$ cat config.mk
export PLATFORM = sky130hd
export DESIGN_NAME = rgb_button_sequencer
export DESIGN_NICKNAME = d
export VERILOG_FILES = /design/src/rtl/rgb_button_sequencer.sv
export SDC_FILE = /design/constraint.sdc
export NUM_CORES = 1
export LEC_CHECK = 0
export ABC_AREA = 1
export BUFFER_PORTS_ARGS = -buffer_cell sky130_fd_sc_hd__buf_2
export CAP_MARGIN = 5
export CELL_PAD_IN_SITES_DETAIL_PLACEMENT = 0
export CELL_PAD_IN_SITES_GLOBAL_PLACEMENT = 1
export CORE_MARGIN = 1
export CORE_UTILIZATION = 45
export CTS_CLUSTER_DIAMETER = 50
export CTS_CLUSTER_SIZE = 12
export DETAILED_ROUTE_END_ITERATION = 6
export PLACE_DENSITY = 0.85
export SYNTH_ARGS = -nofsm -noshare
export SYNTH_HDL_FRONTEND = slang
export SYNTH_SLANG_ARGS = --single-unit
$ cat constraint.sdc
create_clock -name clk -period 2.5 [get_ports clk]
set_clock_uncertainty 0.2 [all_clocks]
set_input_delay 0 -clock clk [delete_from_list [all_inputs] [get_ports clk]]
set_output_delay 0 -clock clk [all_outputs]
set_load 0.01 [all_outputs]
$ cat src/rtl/rgb_button_sequencer.sv
// Status-LED controller: debounced push-button selects colour (short press) and
// brightness (long press with auto-repeat); the selected colour is PWM-driven on rgb.
module rgb_button_sequencer #(
  parameter int DEBOUNCE_CYCLES = 10000,
  parameter int HOLD_CYCLES     = 5000000,
  parameter int PWM_WIDTH       = 4
) (
  input  logic                 clk,
  input  logic                 rst,
  input  logic                 ena,
  input  logic                 button,
  output logic [2:0]           rgb,
  output logic [1:0]           color,
  output logic [PWM_WIDTH-1:0] level,
  output logic                 short_press,
  output logic                 long_step
);

  localparam int DW = $clog2(DEBOUNCE_CYCLES) + 1;
  localparam int HW = $clog2(HOLD_CYCLES) + 1;

  localparam logic [DW-1:0]        DEB_ONE   = DW'(1);
  localparam logic [DW-1:0]        DEB_LAST  = DW'(DEBOUNCE_CYCLES);
  localparam logic [HW-1:0]        HOLD_ONE  = HW'(1);
  localparam logic [HW-1:0]        HOLD_LAST = HW'(HOLD_CYCLES - 1);
  localparam logic [PWM_WIDTH-1:0] LVL_ONE   = PWM_WIDTH'(1);
  localparam logic [PWM_WIDTH-1:0] LVL_MAX   = {PWM_WIDTH{1'b1}};

  typedef enum logic [2:0] {
    S_IDLE        = 3'd0,
    S_DEB_PRESS   = 3'd1,
    S_PRESSED     = 3'd2,
    S_HOLD        = 3'd3,
    S_DEB_RELEASE = 3'd4
  } state_e;

  state_e               state_q, state_d;
  logic                 sync1_q, sync1_d;
  logic                 sync2_q, sync2_d;
  logic                 from_hold_q, from_hold_d;
  logic [DW-1:0]        deb_cnt_q, deb_cnt_d;
  logic [HW-1:0]        hold_cnt_q, hold_cnt_d;
  logic [1:0]           color_q, color_d;
  logic [PWM_WIDTH-1:0] level_q, level_d;
  logic [PWM_WIDTH-1:0] pwm_cnt_q, pwm_cnt_d;
  logic [2:0]           rgb_q, rgb_d;
  logic                 short_q, short_d;
  logic                 long_q, long_d;
  logic                 step_s;
  logic                 btn_s;

  function automatic logic [1:0] next_color(input logic [1:0] c);
    logic [1:0] n;
    case (c)
      2'd0:    n = 2'd1;
      2'd1:    n = 2'd2;
      default: n = 2'd0;
    endcase
    return n;
  endfunction

  function automatic logic [2:0] color_onehot(input logic [1:0] c);
    logic [2:0] oh;
    case (c)
      2'd0:    oh = 3'b100;
      2'd1:    oh = 3'b010;
      2'd2:    oh = 3'b001;
      default: oh = 3'b000;
    endcase
    return oh;
  endfunction

  assign btn_s = sync2_q;

  // Next-state logic: synchroniser, PWM, press classification FSM, colour/level.
  always_comb begin
    sync1_d     = button;
    sync2_d     = sync1_q;
    pwm_cnt_d   = pwm_cnt_q + LVL_ONE;
    state_d     = state_q;
    from_hold_d = from_hold_q;
    deb_cnt_d   = deb_cnt_q;
    hold_cnt_d  = hold_cnt_q;
    color_d     = color_q;
    level_d     = level_q;
    short_d     = 1'b0;
    long_d      = 1'b0;
    step_s      = 1'b0;
    rgb_d       = 3'b000;

    if (ena && (pwm_cnt_q < level_q)) begin
      rgb_d = color_onehot(color_q);
    end else begin
      rgb_d = 3'b000;
    end

    if (!ena) begin
      state_d     = S_IDLE;
      from_hold_d = 1'b0;
      deb_cnt_d   = '0;
      hold_cnt_d  = '0;
    end else begin
      case (state_q)
        S_IDLE: begin
          if (btn_s) begin
            state_d   = S_DEB_PRESS;
            deb_cnt_d = DEB_ONE;
          end else begin
            deb_cnt_d = '0;
          end
        end
        S_DEB_PRESS: begin
          if (!btn_s) begin
            state_d   = S_IDLE;
            deb_cnt_d = '0;
          end else if (deb_cnt_q + DEB_ONE == DEB_LAST) begin
            state_d    = S_PRESSED;
            deb_cnt_d  = '0;
            hold_cnt_d = '0;
          end else begin
            deb_cnt_d = deb_cnt_q + DEB_ONE;
          end
        end
        S_PRESSED, S_HOLD: begin
          if (hold_cnt_q == HOLD_LAST) begin
            step_s     = 1'b1;
            long_d     = 1'b1;
            hold_cnt_d = '0;
            state_d    = S_HOLD;
          end else begin
            hold_cnt_d = hold_cnt_q + HOLD_ONE;
            state_d    = state_q;
          end
          // A step landing on the release cycle still turns this into a long press.
          if (!btn_s) begin
            from_hold_d = (state_d == S_HOLD);
            state_d     = S_DEB_RELEASE;
            deb_cnt_d   = DEB_ONE;
          end else begin
            from_hold_d = from_hold_q;
          end
        end
        S_DEB_RELEASE: begin
          if (btn_s) begin
            state_d   = from_hold_q ? S_HOLD : S_PRESSED;
            deb_cnt_d = '0;
          end else if (deb_cnt_q + DEB_ONE == DEB_LAST) begin
            state_d     = S_IDLE;
            deb_cnt_d   = '0;
            hold_cnt_d  = '0;
            from_hold_d = 1'b0;
            if (!from_hold_q) begin
              color_d = next_color(color_q);
              short_d = 1'b1;
            end else begin
              color_d = color_q;
            end
          end else begin
            deb_cnt_d = deb_cnt_q + DEB_ONE;
          end
        end
        default: begin
          state_d     = S_IDLE;
          from_hold_d = 1'b0;
          deb_cnt_d   = '0;
          hold_cnt_d  = '0;
        end
      endcase
    end

    // Stepping wraps from full brightness to 1 so the LED never goes dark.
    if (step_s) begin
      if (level_q == LVL_MAX) begin
        level_d = LVL_ONE;
      end else begin
        level_d = level_q + LVL_ONE;
      end
    end else begin
      level_d = level_q;
    end
  end

  // State registers with asynchronous reset.
  always_ff @(posedge clk or posedge rst) begin
    if (rst) begin
      state_q     <= S_IDLE;
      sync1_q     <= 1'b0;
      sync2_q     <= 1'b0;
      from_hold_q <= 1'b0;
      deb_cnt_q   <= '0;
      hold_cnt_q  <= '0;
      color_q     <= 2'd0;
      level_q     <= LVL_MAX;
      pwm_cnt_q   <= '0;
      rgb_q       <= 3'b000;
      short_q     <= 1'b0;
      long_q      <= 1'b0;
    end else begin
      state_q     <= state_d;
      sync1_q     <= sync1_d;
      sync2_q     <= sync2_d;
      from_hold_q <= from_hold_d;
      deb_cnt_q   <= deb_cnt_d;
      hold_cnt_q  <= hold_cnt_d;
      color_q     <= color_d;
      level_q     <= level_d;
      pwm_cnt_q   <= pwm_cnt_d;
      rgb_q       <= rgb_d;
      short_q     <= short_d;
      long_q      <= long_d;
    end
  end

  assign rgb         = rgb_q;
  assign color       = color_q;
  assign level       = level_q;
  assign short_press = short_q;
  assign long_step   = long_q;

endmodule

## Yosys cells after proc, flatten, opt, wreduce, memory -nomap -nowiden

Index checks and enable logic that the tools add are counted.

- Add/subtract/negate cells: 4
- Equality and inequality tests: 19
- Bitwise logic cells: 2
- Mux-type cells: 42
- Order comparisons: 1
- Reductions and logical operators: 9

Operators by type and width:

| kind | number |
|---|---|
| 24-bit two-way mux | 5 |
| 24-bit case mux with 4 select lines | 1 |
| 15-bit two-way mux | 5 |
| 15-bit case mux with 4 select lines | 1 |
| 3-bit two-way mux | 11 |
| 24-bit by 1-bit adder with 24-bit output, second input constant | 1 |
| 24-bit by 23-bit == test with 1-bit output, second input constant | 1 |
| 15-bit by 1-bit adder with 15-bit output, second input constant | 1 |
| 15-bit by 14-bit == test with 1-bit output, second input constant | 1 |
| 3-bit inequality test, second input constant | 5 |
| 1-bit two-way mux | 14 |
| 3-bit case mux with 4 select lines | 1 |
| 3-bit by 2-bit == test with 1-bit output, second input constant | 3 |
| 3-bit case mux with 3 select lines | 1 |
| 4-bit by 1-bit adder with 4-bit output, second input constant | 2 |
| 4-bit inequality test, second input constant | 2 |
| 3-bit AND reduction | 2 |
| 5-bit AND reduction | 1 |
| 4-bit == test, second input constant | 1 |
| 4-bit less-than comparator | 1 |
| 4-bit two-way mux | 1 |
| 2-bit inequality test, second input constant | 2 |
| 2-bit case mux with 2 select lines | 1 |
| 4-bit AND reduction | 1 |
| other kinds (10) | 12 |

- Word-level logic and storage cells: 89
- Register bits after elaboration: 60
- Output and inout port bits: 11

## Longest topological paths before layout

- Depth in word-level cells: 8
- Mapped depth: 15

## Worst setup path before layout

Ideal clock, no wire load.

- Path kind: reg2reg
- Start: register deb_cnt_q[0]
- End: register state_q[0]
- Required time: 2.183 ns
- Setup slack: 0.497 ns
- Cell stages (with the launch flop): 13
- Data arrival time: 1.685 ns
- Period minus slack after synthesis: 2.003 ns
- Cells stage by stage: dfrtp_1 ha_1 nand3_1 nor2_2 nand3_1 nand2_1 nand2_1 nor2_1 nand3_4 nand2_4 nand2_4 nand2_1 o21ai_2

- Longest elaborated chain between the ends: 4

RTL lines:

| item | RTL line | source |
|---|---|---|
| start, declared | 41 | `logic [DW-1:0] deb_cnt_q, deb_cnt_d;` |
| start signal, assigned | 203 | `deb_cnt_q <= deb_cnt_d;` |
| 15-bit by 1-bit adder with 15-bit output * | 116, 147 |  |
| 15-bit by 14-bit == test with 1-bit output * | 116, 147 |  |
| 4-bit inequality test (no source line) | -- |  |
| 3-bit AND reduction (no source line) * | -- |  |
| end signal, assigned | 199 | `state_q <= state_d;` |
| end, declared | 37 | `state_e state_q, state_d;` |

Mark *: on every way between the ends. The rest lies on a longest branch, timed or not.
A chain may end at the register's enable or synchronous reset.

## Worst setup path in the final report

Ends and elaborated chain as after synthesis.

==> reports/qor.csv <==
metric,value,unit
status,"complete, no violations",
setup_viol,0,
synth_flop_cell,dfrtp_1,
slew_viol_final,0,
switching_share,0.254,
port_buffers,14,
cap_violations,0,
wl_per_cell,13.6,um
internal-power,1.66,mW
placed_cell_area,3950,sq um
rsz0062_at_grt,false,
clk_latency,0.34,ns
detail_route.first_pass.iterations,5,
crit_chain,ha_4 > nand3_1 > nor2_4 > nand3_1 > nand2_1 > nand2_1 > nor2_2 > nand3_4 > nand2_4 > nand2_4 > nand2_1 > o21ai_2,
synth_area_per_cell,7.09,sq um
fin_crit,2.26,ns
overflow,0,
remaining_drc_errors,0,
fin_area,4260,sq um
tightest_slew,0.518,ns
crit_slowest_cell,dfrtp_1,
reg2reg_from,deb_cnt_q[0],
drt_iter0_markers,180,
crit_type,flop to flop,
pwr-share-seq,0.451,
dpl.hpwl,6670,um
final_util,0.539,
hold_violations,0,
fp.coreArea,7890,sq um
nFillCells,752,
fin_crit_sh,0.905,
antenna_found_initial,0,
yosysWarningCount,0,
required,2.53,ns
cts_max_level,3,
fmax,442,MHz
synth_area,3760,sq um
gp_congestion,0.883,
rows,32,
area_growth,13.3,%
initial_core_util,0.476,
synth_edf_count,0,
cts_buffers,9,
synth.net_count,541,
synth_cell_type_count,32,
cp-end-kind,flop,
ir_drop,0.000322,V
track_usage,0.230,
cp_max_fo,9,
max_slew_margin,0.652,
clkPwrFrac,0.453,
ys_ff_latch,60,
ys_seq_area_frac,0.401,
power.switching,0.564,mW
ant_nets,0,
antenna_cells,0,
p_per_area,522,nW/um^2
startpoint,deb_cnt_q[0],
grt_max_degree,28,
routed_via_density,5.29,
cpPeakStageDelay,0.43,ns
drive_gt1_frac,0.114,
p_leak,2.06,nW
synthCells,530,
min_path_type,primary input to asynchronous set/reset pin,
layout_common_cells,"171 x nand2_1, 65 x inv_1, 56 x dfrtp_1",
die_y,93.4,um
grt_pass1_vias,3264,
nNetsFinal,569,
dieArea,8720,sq um
synth-async-reset-ratio,1.00,
vias,3513,
combPwrFrac,0.096,
grt_pass1_wl,15600,um
wl,9000,um
final_common_cell,nand2_1,
die_w,93.4,um
critPathMostFrequentCell,nand2_1,
cp.arrival,2.30,ns
cts_tree,yes,
cts.path.max_buffers,2,
cts_root_buffer,clkbuf_8,
cts_num_sinks,60,
ios,15,
fin_tns_setup,0,ns
path_clk_slew,0.07,ns
cp-start-kind,flop,
[cell usage after synthesis (all sizes together) (2+ instances only)]
cell type  count  area share
buf            2      0.0060
nand2        177        0.18
or2            2      0.0033
nand4         20       0.033
dfrtp         56        0.37
nand3b         2      0.0040
xor2          16       0.037
xnor2          3      0.0070
o21ai         15       0.021
nor3          19       0.027
inv           66       0.066
clkbuf         7      0.0070
nor2          58       0.067
nor4           4      0.0067
a21oi          5      0.0067
o22ai          7       0.012
nand3         53       0.074
ha             7       0.023
o211ai         2      0.0040
dfstp          4       0.028
[logic make-up after synthesis]
family / count (synthesis) / synth area share
AOI/OAI and AO/OA: 33 / 0.0513
DFF: 60 / 0.401
and+or+nand+nor: 335 / 0.400
xor gates and xnor gates: 19 / 0.0443
adders and majority gates: 7 / 0.0233
buffers and inverters: 76 / 0.0799
[per-stage QoR]
step | hold WS, ns | power, mW | worst slack [ns] | instances
after floorplan | -0.169 | 1.17 | 0.497 | 530
after global placement | -0.180 | 1.21 | 0.181 | 643
after detailed placement | -0.179 | 1.22 | 0.116 | 643
after CTS | 0.00731 | 2.22 | 0.100 | 661
after global routing | 0.0584 | 2.31 | 0.00937 | 664
final | 0.0108 | 2.22 | 0.238 | 664
[registers in the layout (all words and copies together), names as in the netlist]
register / count
hold_cnt_q: 24
from_hold_q: 1
deb_cnt_q: 15
pwm_cnt_q: 4
color: 2
state_q: 3
short_press: 1
level: 4
btn_s: 1
rgb: 3
long_step: 1
sync1_q: 1
[power groups by stage]
stage	Combinational (mW)	Clock [mW]	Sequential (mW)
floorplan	0.159	0	1.02
global placement	0.196	0	1.02
detailed placement	0.197	0	1.02
CTS	0.200	1.02	1.00
global route	0.244	1.06	1.00
finish	0.213	1.01	1.00
[worst max-delay path: cells and delay by family, from the launching register on]
kind                     cells  cell delay, ns
flip-flops                   1            0.43
AND/OR/NAND/NOR             10            1.32
adder cells (fa/ha/maj)      1            0.17
AO/OA/AOI/OAI                1            0.05
[final timing paths]
check / depth (start not counted) / end / slack [ns]
min in group clk: 2 / sync1_q / 0.10
max: 12 / state_q[0] / 0.24
max in group asynchronous: 4 / level[0] / 1.43
max reg2reg: 12 / state_q[0] / 0.24
min: 3 / long_step / 0.01
min reg2reg: 0 / btn_s / 0.16
[area by class of cell]
class | count | area (sq um) | area share
clock inverter | 4 | 72.6 | 0.0171
clock buffer | 11 | 151 | 0.0356
timing repair buffer | 26 | 168 | 0.0394
sequential | 60 | 1510 | 0.354
tap | 102 | 128 | 0.0300
multi-input combinational | 394 | 1980 | 0.465
inverter | 67 | 251 | 0.0591
[repair_timing]
item,4_1_cts,5_1_grt
endpoints found under the setup margin,0,31
resized for setup,0,5
hold endpoints to repair,71,0
hold buffers,3,0
setup buffers,0,3
[routing by layer]
metal,wire length (um),track usage,part of all wire,up-vias
met5,0,0,0,-
met4,118,0.0782,0.013,0
met3,323,0.0341,0.036,11
met2,4100,0.363,0.46,67
met1,4460,0.322,0.50,1665
li1,-,-,-,1770
No activity file was read; power rests on OpenSTA's default activity.
